`src/rtl/spi_host_pkg.sv`:
```
// Shared types for the SPI host master: select targets and frame FSM states.
package spi_host_pkg;

    typedef enum logic [1:0] {
        TGT_USER_IO = 2'd0,
        TGT_DATA_IO = 2'd1,
        TGT_OSD     = 2'd2,
        TGT_RSVD    = 2'd3
    } spi_target_e;

    typedef enum logic [2:0] {
        StIdle,
        StSetup,
        StShift,
        StLoad,
        StHold
    } spi_state_e;

endpackage

```
`src/rtl/spi_host_shifter.sv`:
```
// Mode-0 byte shifter: SCK divider, bit counter, MSB-first shift register.
module spi_host_shifter #(
    parameter int unsigned CLK_DIV = 4
) (
    input  logic       clk_i,
    input  logic       rst_ni,
    input  logic       en_i,
    input  logic       byte_start_i,
    input  logic [7:0] load_data_i,
    input  logic       miso_i,
    output logic       sck_o,
    output logic       mosi_o,
    output logic       byte_done_o,
    output logic [7:0] rx_byte_o
);

    logic [7:0]  sh_q, sh_d;
    logic        miso_q, miso_d;
    logic        sck_q, sck_d;
    logic [15:0] div_q, div_d;
    logic [2:0]  bit_q, bit_d;
    logic        half_end;

    assign half_end    = en_i && (div_q == 16'(CLK_DIV - 1));
    assign byte_done_o = half_end && sck_q && (bit_q == 3'd7);
    assign rx_byte_o   = {sh_q[6:0], miso_q};
    assign sck_o       = sck_q;
    assign mosi_o      = sh_q[7];

    always_comb begin
        sh_d   = sh_q;
        miso_d = miso_q;
        sck_d  = sck_q;
        div_d  = div_q;
        bit_d  = bit_q;
        if (byte_start_i) begin
            sh_d  = load_data_i;
            sck_d = 1'b0;
            div_d = '0;
            bit_d = '0;
        end else if (en_i) begin
            if (half_end) begin
                div_d = '0;
                sck_d = ~sck_q;
                if (!sck_q) begin
                    miso_d = miso_i;
                end else begin
                    // Shift only on the falling edge so MOSI moves while SCK is low.
                    sh_d  = {sh_q[6:0], miso_q};
                    bit_d = bit_q + 3'd1;
                end
            end else begin
                div_d = div_q + 16'd1;
            end
        end
    end

    always_ff @(posedge clk_i) begin
        if (!rst_ni) begin
            sh_q   <= '0;
            miso_q <= 1'b0;
            sck_q  <= 1'b0;
            div_q  <= '0;
            bit_q  <= '0;
        end else begin
            sh_q   <= sh_d;
            miso_q <= miso_d;
            sck_q  <= sck_d;
            div_q  <= div_d;
            bit_q  <= bit_d;
        end
    end

endmodule

```
`src/rtl/spi_host_master.sv`:
```
// SPI host initiator for the MiST control link: one command byte then N payload bytes.
import spi_host_pkg::*;

module spi_host_master #(
    parameter int unsigned CLK_DIV  = 4,
    parameter int unsigned LEN_W    = 16,
    parameter int unsigned CS_SETUP = 2
) (
    input  logic             clk_sys,
    input  logic             reset_n,
    input  logic             req_valid,
    output logic             req_ready,
    input  logic [1:0]       req_target,
    input  logic [7:0]       req_cmd,
    input  logic [LEN_W-1:0] req_len,
    input  logic [7:0]       tx_data,
    input  logic             tx_valid,
    output logic             tx_ready,
    output logic [7:0]       rx_data,
    output logic             rx_valid,
    output logic             done,
    output logic             err,
    output logic             busy,
    output logic             spi_sck,
    output logic             spi_mosi,
    input  logic             spi_miso,
    output logic             spi_ss2_n,
    output logic             spi_ss3_n,
    output logic             conf_data0_n
);

    spi_state_e       state_q, state_d;
    spi_target_e      tgt_q, tgt_d;
    logic [LEN_W-1:0] rem_q, rem_d;
    logic [15:0]      cnt_q, cnt_d;
    logic [15:0]      guard_q, guard_d;
    logic             payload_q, payload_d;
    logic             done_q, done_d;
    logic             err_q, err_d;
    logic             rx_valid_q;
    logic [7:0]       rx_data_q;
    logic             accept, byte_start, byte_done, sel_active;
    logic [7:0]       load_data, rx_byte;

    // Guard keeps selects high for CS_SETUP cycles before a back-to-back frame.
    assign req_ready = (state_q == StIdle) && (guard_q == 16'd0);
    assign accept    = req_valid && req_ready;
    assign busy      = (state_q != StIdle);
    assign sel_active = (state_q != StIdle);

    assign conf_data0_n = !(sel_active && (tgt_q == TGT_USER_IO));
    assign spi_ss2_n    = !(sel_active && (tgt_q == TGT_DATA_IO));
    assign spi_ss3_n    = !(sel_active && (tgt_q == TGT_OSD));

    assign done     = done_q;
    assign err      = err_q;
    assign rx_valid = rx_valid_q;
    assign rx_data  = rx_data_q;

    always_comb begin
        state_d    = state_q;
        tgt_d      = tgt_q;
        rem_d      = rem_q;
        cnt_d      = cnt_q;
        guard_d    = guard_q;
        payload_d  = payload_q;
        done_d     = 1'b0;
        err_d      = 1'b0;
        byte_start = 1'b0;
        load_data  = tx_data;
        tx_ready   = 1'b0;
        unique case (state_q)
            StIdle: begin
                if (guard_q != 16'd0) guard_d = guard_q - 16'd1;
                if (accept) begin
                    if (spi_target_e'(req_target) == TGT_RSVD) begin
                        err_d = 1'b1;
                    end else begin
                        tgt_d      = spi_target_e'(req_target);
                        rem_d      = req_len;
                        cnt_d      = '0;
                        payload_d  = 1'b0;
                        byte_start = 1'b1;
                        load_data  = req_cmd;
                        state_d    = StSetup;
                    end
                end
            end
            StSetup: begin
                if (cnt_q == 16'(CS_SETUP - 1)) begin
                    cnt_d   = '0;
                    state_d = StShift;
                end else begin
                    cnt_d = cnt_q + 16'd1;
                end
            end
            StShift: begin
                if (byte_done) begin
                    cnt_d   = '0;
                    state_d = (rem_q == '0) ? StHold : StLoad;
                end
            end
            StLoad: begin
                if (tx_valid) begin
                    tx_ready   = 1'b1;
                    byte_start = 1'b1;
                    load_data  = tx_data;
                    rem_d      = rem_q - LEN_W'(1);
                    payload_d  = 1'b1;
                    state_d    = StShift;
                end
            end
            StHold: begin
                if (cnt_q == 16'(CS_SETUP - 1)) begin
                    done_d  = 1'b1;
                    guard_d = 16'(CS_SETUP - 1);
                    state_d = StIdle;
                end else begin
                    cnt_d = cnt_q + 16'd1;
                end
            end
            default: state_d = StIdle;
        endcase
    end

    always_ff @(posedge clk_sys) begin
        if (!reset_n) begin
            state_q    <= StIdle;
            tgt_q      <= TGT_USER_IO;
            rem_q      <= '0;
            cnt_q      <= '0;
            guard_q    <= '0;
            payload_q  <= 1'b0;
            done_q     <= 1'b0;
            err_q      <= 1'b0;
            rx_valid_q <= 1'b0;
            rx_data_q  <= '0;
        end else begin
            state_q    <= state_d;
            tgt_q      <= tgt_d;
            rem_q      <= rem_d;
            cnt_q      <= cnt_d;
            guard_q    <= guard_d;
            payload_q  <= payload_d;
            done_q     <= done_d;
            err_q      <= err_d;
            rx_valid_q <= byte_done && payload_q;
            if (byte_done && payload_q) rx_data_q <= rx_byte;
        end
    end

    spi_host_shifter #(
        .CLK_DIV(CLK_DIV)
    ) u_shifter (
        .clk_i       (clk_sys),
        .rst_ni      (reset_n),
        .en_i        (state_q == StShift),
        .byte_start_i(byte_start),
        .load_data_i (load_data),
        .miso_i      (spi_miso),
        .sck_o       (spi_sck),
        .mosi_o      (spi_mosi),
        .byte_done_o (byte_done),
        .rx_byte_o   (rx_byte)
    );

endmodule

```
`config.mk`:
```
export PLATFORM = sky130hd
export DESIGN_NAME = spi_host_master
export DESIGN_NICKNAME = d
export VERILOG_FILES = /design/src/rtl/spi_host_pkg.sv /design/src/rtl/spi_host_shifter.sv /design/src/rtl/spi_host_master.sv
export SDC_FILE = /design/constraint.sdc
export NUM_CORES = 1
export LEC_CHECK = 0
export ABC_CLOCK_PERIOD_IN_PS = 3060
export BUFFER_PORTS_ARGS = -buffer_cell sky130_fd_sc_hd__buf_2
export CAP_MARGIN = 20
export CORE_MARGIN = 4
export CORE_UTILIZATION = 52
export CTS_CLUSTER_DIAMETER = 80
export DETAILED_ROUTE_END_ITERATION = 10
export HOLD_SLACK_MARGIN = 0.05
export PLACE_DENSITY_LB_ADDON = 0.15
export RECOVER_POWER = 100
export SYNTH_ARGS = -nofsm -noshare
export SYNTH_HDL_FRONTEND = slang
export SYNTH_SLANG_ARGS = --single-unit
```
`constraint.sdc`:
```
create_clock -name clk_sys -period 3.06 [get_ports clk_sys]
set_input_delay 0.153 -clock clk_sys [delete_from_list [all_inputs] [get_ports clk_sys]]
set_output_delay 0.153 -clock clk_sys [all_outputs]
set_load 0.01 [all_outputs]
```
==> impl_metrics.env, run 1 <==
export IMPL_status="finished, final reports clean"
export IMPL_critical_path_arrival_ps=2860
export IMPL_ys_top_cells_by_area="dfxtp_1 38%, nor2_1 5.7%, a21oi_1 4.2%"
export IMPL_max_cap_violations=0
export IMPL_gr_total_overflow=0
export IMPL_hold_ws_ps=77.2
export IMPL_htree_levels=3
export IMPL_hold_buffers=10
export IMPL_rrSetupSlack_ps=480
export IMPL_cts_max_path_buffers=2
export IMPL_holdPathStages=3
export IMPL_cts_setup_buffers=0
export IMPL_max_slew_worst_pin_slew_ps=803
export IMPL_numPortBuffers=57
export IMPL_nFillCells=886
export IMPL_fin_tns_setup_ps=0
export IMPL_n_antenna_cell=0
export IMPL_rr_worst_depth=6
export IMPL_grt_max_degree=42
export IMPL_drtIter0Drc=294
export IMPL_wl_mm=12.3
export IMPL_die_y_um=106
export IMPL_yosys_warnings=0
export IMPL_area_sequential_um2=1880
export IMPL_netlist_instances=609
export IMPL_syn_area_um2=5010
export IMPL_yosysSeqAreaShare=0.376
export IMPL_fmax_mhz=387
export IMPL_numClockSinks=94
export IMPL_drc=0
export IMPL_dpl_worst_slack_ps=572
export IMPL_crit_path_cell_trace="ha_1 -> nor4b_1 -> and4_1 -> a31oi_1 -> or4_1 -> o41ai_2"
export IMPL_critPathRequiredTime_ps=3340
export IMPL_cp_max_fo=8
export IMPL_total_power_mw=3.90
export IMPL_final_layout_size_suffix_gt1_frac=0.151
export IMPL_synth_edff_count=0
export IMPL_min_period_ps=2580
export IMPL_clk_pin_slew_ps=100
export IMPL_yosysTopAreaCellShare=0.376
export IMPL_dr_pass1_iters=5
export IMPL_post_drt_wl_per_cell_um=15.4
export IMPL_gp_congestion=0.872
export IMPL_reg2reg_from="u_shifter.div_q[0]"
export IMPL_worstReg2RegEnd="state_q[2]"
export IMPL_p_per_area_nw_per_um2=691
export IMPL_path_class="reg -> reg"
export IMPL_post_dp_hpwl_mm=8.49
export IMPL_endpoint_kind="flop"
export IMPL_post_drt_via_cell_ratio=5.96
export IMPL_fin_ws_ps=476
export IMPL_die_w_um=106
export IMPL_initial_core_util=0.537
export IMPL_syn_avg_cell_area_um2=8.23
export IMPL_setup_viol=0
export IMPL_yosysMostFrequentCell="dfxtp_1"
export IMPL_cts_tree="done"
export IMPL_clock_latency_ps=370
export IMPL_grt_pass1_wl_mm=21.1
export IMPL_dieArea_um2=11300
export IMPL_multi_input_area_um2=2890
export IMPL_nNetsFinal=712
export IMPL_max_stage_delay_ps=650
export IMPL_worstSetupStartpointType="flop"
export IMPL_coreArea_um2=9330
export IMPL_slowest_stage="or4_1"
export IMPL_hp_class="in -> reg"
export IMPL_hp_start="req_len[15]"
export IMPL_synth_seq_cells=94
export IMPL_yosysUniqueCellTypes=71
export IMPL_antenna_found_initial=0
export IMPL_pin_count=58
export IMPL_drv_slew=0
export IMPL_cts_root_buffer="clkbuf_8"
export IMPL_fin_skew_ps=15.1
export IMPL_rows=35
export IMPL_cts_resized=0
export IMPL_async_flop_share=0
export IMPL_vdd_drop_max_mv=0.480
export IMPL_rsz0062_at_grt="false"
export IMPL_finalHoldViolCount=0
export IMPL_cts_buffers_inserted=9
export IMPL_drtAntennaViolNets=0
export IMPL_synthTopCellsByCount="94 x dfxtp_1, 76 x nor2_1, 42 x a21oi_1"
export IMPL_yosysTopAreaCell="dfxtp_1"
export IMPL_ys_flop_type="dfxtp_1"
export IMPL_grt_pass1_vias=4411
export IMPL_synth_nets=656
export IMPL_grt_use_total=0.224
export IMPL_area_delta_synth_final_pct=12.7
export IMPL_slew_limit_headroom=0.465
export IMPL_finalCritPeriodShare=0.844
export IMPL_p_leak_nw=1.99
export IMPL_hold_end="rem_q[15]"
export IMPL_vias=4763
==> critical path: cells and delay by family, from the launching register on <==
family,cells,cell delay [ps]
and+or+nand+nor,3,1350
adders and majority gates,1,240
AOI/OAI and AO/OA,2,530
DFF,1,380
==> area by class of cell <==
cell class                      count  share of cell area
Timing Repair Buffer               81              0.0791
Multi-Input combinational cell    462               0.512
Inverter                           17              0.0113
Clock inverter                      7              0.0142
Tap cell                          129              0.0286
Clock buffer                        9              0.0219
Sequential cell                    94               0.333
==> registers in the layout (all words and copies together), names as in the netlist <==
register and cells:
cnt_q 16, done 1, err 1, guard_q 16, payload_q 1, rem_q 16, rx_data 8, rx_valid 1
state_q 3, tgt_q 2, u_shifter.bit_q 3, u_shifter.div_q 16, u_shifter.miso_q 1, u_shifter.sck_o 1, u_shifter.sh_q 8
==> how the worst max path moves through the flow <==
stage,cells after the start,slack (ps),start,endpoint
finish,6,480,u_shifter.div_q[0],state_q[2]
global route,8,260,guard_q[0],rem_q[9]
CTS,6,530,u_shifter.div_q[0],state_q[2]
detailed placement,6,570,u_shifter.div_q[0],cnt_q[0]
global placement,6,710,u_shifter.div_q[0],state_q[2]
floorplan,6,860,u_shifter.div_q[0],state_q[2]
==> metal layers <==
layer | track usage | wire [µm] | up-vias
li1 | - | - | 2362
met2 | 0.373 | 5950 | 113
met3 | 0.0358 | 576 | 18
met1 | 0.302 | 5640 | 2270
met5 | 0 | 0 | -
met4 | 0.0583 | 159 | 0
==> cells by family (layout without fill, tap and decap cells) <==
family	count (synthesis)	in the layout	synth area share
adder cells (fa/ha/maj)	8	8	0.0200
AND/OR/NAND/NOR	263	263	0.284
flip-flops	94	94	0.376
XOR/XNOR	17	17	0.0297
multiplexers	18	18	0.0375
buffers and inverters	53	114	0.0435
AO/OA/AOI/OAI	156	156	0.209
==> placed cells by master, fill, tap and decap left out, types with 9 or more instances in the layout <==
cell,n
a21oi_1,42
a31oi_1,10
buf_2,40
clkbuf_1,23
clkbuf_8,9
dfxtp_1,94
dlygate4sd3_1,10
inv_1,16
mux2i_1,12
nand2_1,41
nand3_1,27
nand4_1,9
nor2_1,76
nor3_1,26
nor4_1,9
o21ai_0,34
o31ai_1,12
or3_1,11
or4_1,9
xnor2_1,11
==> where the power goes <==
part / internal (mW) / switching, mW
combinational: 0.606 / 0.949
sequential: 1.36 / 0.149
clock: 0.325 / 0.509
==> stage by stage <==
step,area [µm²],utilization,cells
after floorplan,5010,-,609
after global placement,5410,0.580,773
after detailed placement,5410,0.580,773
after CTS,5710,0.612,799
after global routing,5650,0.605,799
final,5650,0.605,799
Note: power is estimated with default switching activity, not from simulation.
==> run 2: changes to the inputs <==
Settings changed: ABC_AREA from default to 1, ABC_CLOCK_PERIOD_IN_PS 3060 to 2600.
Clock period 3.06 ns to 2.6 ns, I/O delays scaled along.
==> run 2 against run 1 <==
  * Sequential power increased by 25%
  * Routed wire length increased by 6.3%
  * Hold slack got worse by 9.9 ps
  * Fmax increased by 12%
  * Cell count increased by 35%
  * Total power increased by 38%
  * Clock skew increased by 1.9 ps
  * Critical path type unchanged
  * Count of clock-buffer cells in the layout increased by 1
==> impl_metrics.env, run 2 <==
export IMPL_finalHoldViolCount=0
export IMPL_setup_viol=0
export IMPL_cts_root_buffer="clkbuf_8"
export IMPL_numPortBuffers=57
export IMPL_drv_slew=0
export IMPL_finalCritPeriodShare=0.889
export IMPL_yosysTopAreaCellShare=0.339
export IMPL_design_area_um2=6130
export IMPL_path_delay_family="simple AND/OR/NAND/NOR gates"
export IMPL_final_layout_size_suffix_gt1_frac=0.0900
export IMPL_netlist_instances=889
export IMPL_coreArea_um2=10400
export IMPL_cts_setup_buffers=0
export IMPL_switchingPower_mw=2.41
export IMPL_vias=5480
export IMPL_cts_resized=0
export IMPL_p_leak_nw=2.83
export IMPL_layout_common_cells="220 x nand2_1, 158 x nor2_1, 106 x inv_1, 94 x dfxtp_1, 60 x nand3_1"
export IMPL_numClockSinks=94
export IMPL_pin_count=58
export IMPL_cts_buffers_inserted=9
export IMPL_switching_share=0.449
export IMPL_path_class="reg -> reg"
export IMPL_async_flop_share=0
export IMPL_endpoint_kind="flop"
export IMPL_post_dp_cell_area_um2=5940
export IMPL_wl_mm=13.1
export IMPL_yosysUniqueCellTypes=40
export IMPL_grt_use_total=0.212
export IMPL_crit_path_cell_trace="inv_1 -> ha_1 -> nand2_1 -> nor2_1 -> nand2_1 -> o21ai_0 -> nand2_2 -> inv_1 -> nand2_2 -> nand2_1 -> buf_4 -> nor3_1"
export IMPL_cp_max_fo=20
export IMPL_drtIter0Drc=412
export IMPL_slew_limit_headroom=0.481
export IMPL_max_stage_delay_ps=340
export IMPL_worst_path_most_repeated_cell="nand2_1"
export IMPL_n_antenna_cell=0
export IMPL_p_int_mw=2.96
export IMPL_cts_max_path_buffers=2
export IMPL_status="finished, final reports clean"
export IMPL_area_delta_synth_final_pct=10.2
export IMPL_p_per_area_nw_per_um2=877
export IMPL_cts_tree="done"
export IMPL_layout_commonest_cell="nand2_1"
export IMPL_max_cap_violations=0
export IMPL_nFillCells=1048
export IMPL_yosysTopAreaCell="dfxtp_1"
export IMPL_final_cells=1080
export IMPL_rsz0062_at_grt="false"
export IMPL_place_inst=1062
export IMPL_initial_core_util=0.536
export IMPL_grt_pass1_wl_mm=22.3
export IMPL_vdd_drop_max_mv=0.417
export IMPL_dr_pass1_iters=5
export IMPL_drc=0
export IMPL_drtAntennaViolNets=0
export IMPL_grt_max_degree=38
export IMPL_critPathRequiredTime_ps=2860
export IMPL_yosysSeqAreaShare=0.339
export IMPL_worstSetupStartpointType="flop"
export IMPL_htree_levels=3
export IMPL_pwr_share_clk=0.183
export IMPL_antenna_found_initial=0
export IMPL_post_dp_hpwl_mm=9.38
export IMPL_multi_input_area_um2=3120
export IMPL_synth_seq_cells=94
export IMPL_rows=37
export IMPL_synth_edff_count=0
export IMPL_max_slew_worst_pin_slew_ps=778
export IMPL_seqPwrFrac=0.351
export IMPL_grt_pass1_vias=4968
export IMPL_hp_class="in -> reg"
export IMPL_fin_skew_ps=17.0
export IMPL_syn_avg_cell_area_um2=6.25
export IMPL_slowest_stage="dfxtp_1"
export IMPL_clock_latency_ps=380
export IMPL_path_buf_inv=3
export IMPL_die_y_um=111
export IMPL_syn_area_um2=5560
export IMPL_die_w_um=111
export IMPL_power_share_combinational=0.466
export IMPL_ys_top_cells_by_area="dfxtp_1 34%, nand2_1 15%, nor2_1 11%"
export IMPL_area_sequential_um2=1880
export IMPL_hold_ws_ps=67.4
export IMPL_clk_pin_slew_ps=90
export IMPL_dieArea_um2=12400
export IMPL_final_core_util=0.591
export IMPL_synthTopCellsByCount="220 x nand2_1, 158 x nor2_1, 105 x inv_1"
export IMPL_fmax_mhz=433
export IMPL_ys_flop_type="dfxtp_1"
export IMPL_min_period_ps=2310
export IMPL_nNetsFinal=988
export IMPL_yosysMostFrequentCell="nand2_1"
export IMPL_synth_nets=936
export IMPL_gr_total_overflow=0
export IMPL_post_drt_wl_per_cell_um=12.1
export IMPL_post_drt_via_cell_ratio=5.07
export IMPL_gp_congestion=0.832
export IMPL_critical_path_arrival_ps=2570
export IMPL_fin_tns_setup_ps=0
export IMPL_yosys_warnings=0
run 2: power groups by stage:
| stage | Sequential [mW] | Clock (mW) | Combinational (mW) |
|---|---|---|---|
| 2_1_floorplan | 1.86 | 0 | 2.06 |
| 3_3_place_gp | 1.91 | 0 | 2.49 |
| 3_5_place_dp | 1.92 | 0 | 2.52 |
| 4_1_cts | 1.89 | 1.01 | 2.54 |
| 5_1_grt | 1.92 | 1.06 | 2.91 |
| 6_report | 1.89 | 0.981 | 2.51 |
run 2: layout make-up:
class,count,area share
multi-input cells,658,0.509
flip-flops and latches,94,0.307
inverters,108,0.0661
repair buffers,70,0.0594
well taps,136,0.0278
clock buffers,10,0.0225
clock inverters,4,0.00796
run 2: cells by family after synthesis:
group	count (synthesis)	share of synthesized area
compound gates	121	0.118
simple gates	499	0.376
mux	10	0.0198
flops	94	0.339
buf+inv	137	0.0986
fa+ha+maj	8	0.0180
xor+xnor	20	0.0315
run 2: final timing paths:
path,startpoint,end,slack (ps),cells past startpoint
worst max register to register,guard_q[0],u_shifter.div_q[3],290,12
worst min register to register,rx_data[0],rx_data[0],460,2
worst min-delay path,req_len[13],rem_q[13],70,5
worst max-delay path,guard_q[0],u_shifter.div_q[3],290,12
run 2: layer usage:
layer  vias to the layer above  part of all wire  GRT usage
li1                       2923                 -          -
met1                      2431              0.51      0.305
met2                       111              0.43      0.329
met3                        15             0.046     0.0326
met4                         0             0.014     0.0681
met5                         -                 0          0
run 2: per-stage QoR:
stage | setup WS (ps) | power [mW]
3_5_place_dp | 442 | 4.43
3_3_place_gp | 498 | 4.40
6_report | 288 | 5.37
5_1_grt | 54.0 | 5.89
2_1_floorplan | 948 | 3.92
4_1_cts | 425 | 5.43
run 2: timing repair:
item,CTS,global route
endpoints found under the setup margin,0,0
endpoints found under the hold margin,4,0
hold buffers,4,0
run 2: worst reg2reg max path, cell delays in order, from the launching register on:
cell	delay [ps]
dfxtp_1	340
inv_1	120
ha_1	180
nand2_1	60
nor2_1	160
nand2_1	90
o21ai_0	260
nand2_2	140
inv_1	160
nand2_2	220
nand2_1	130
buf_4	250
nor3_1	90
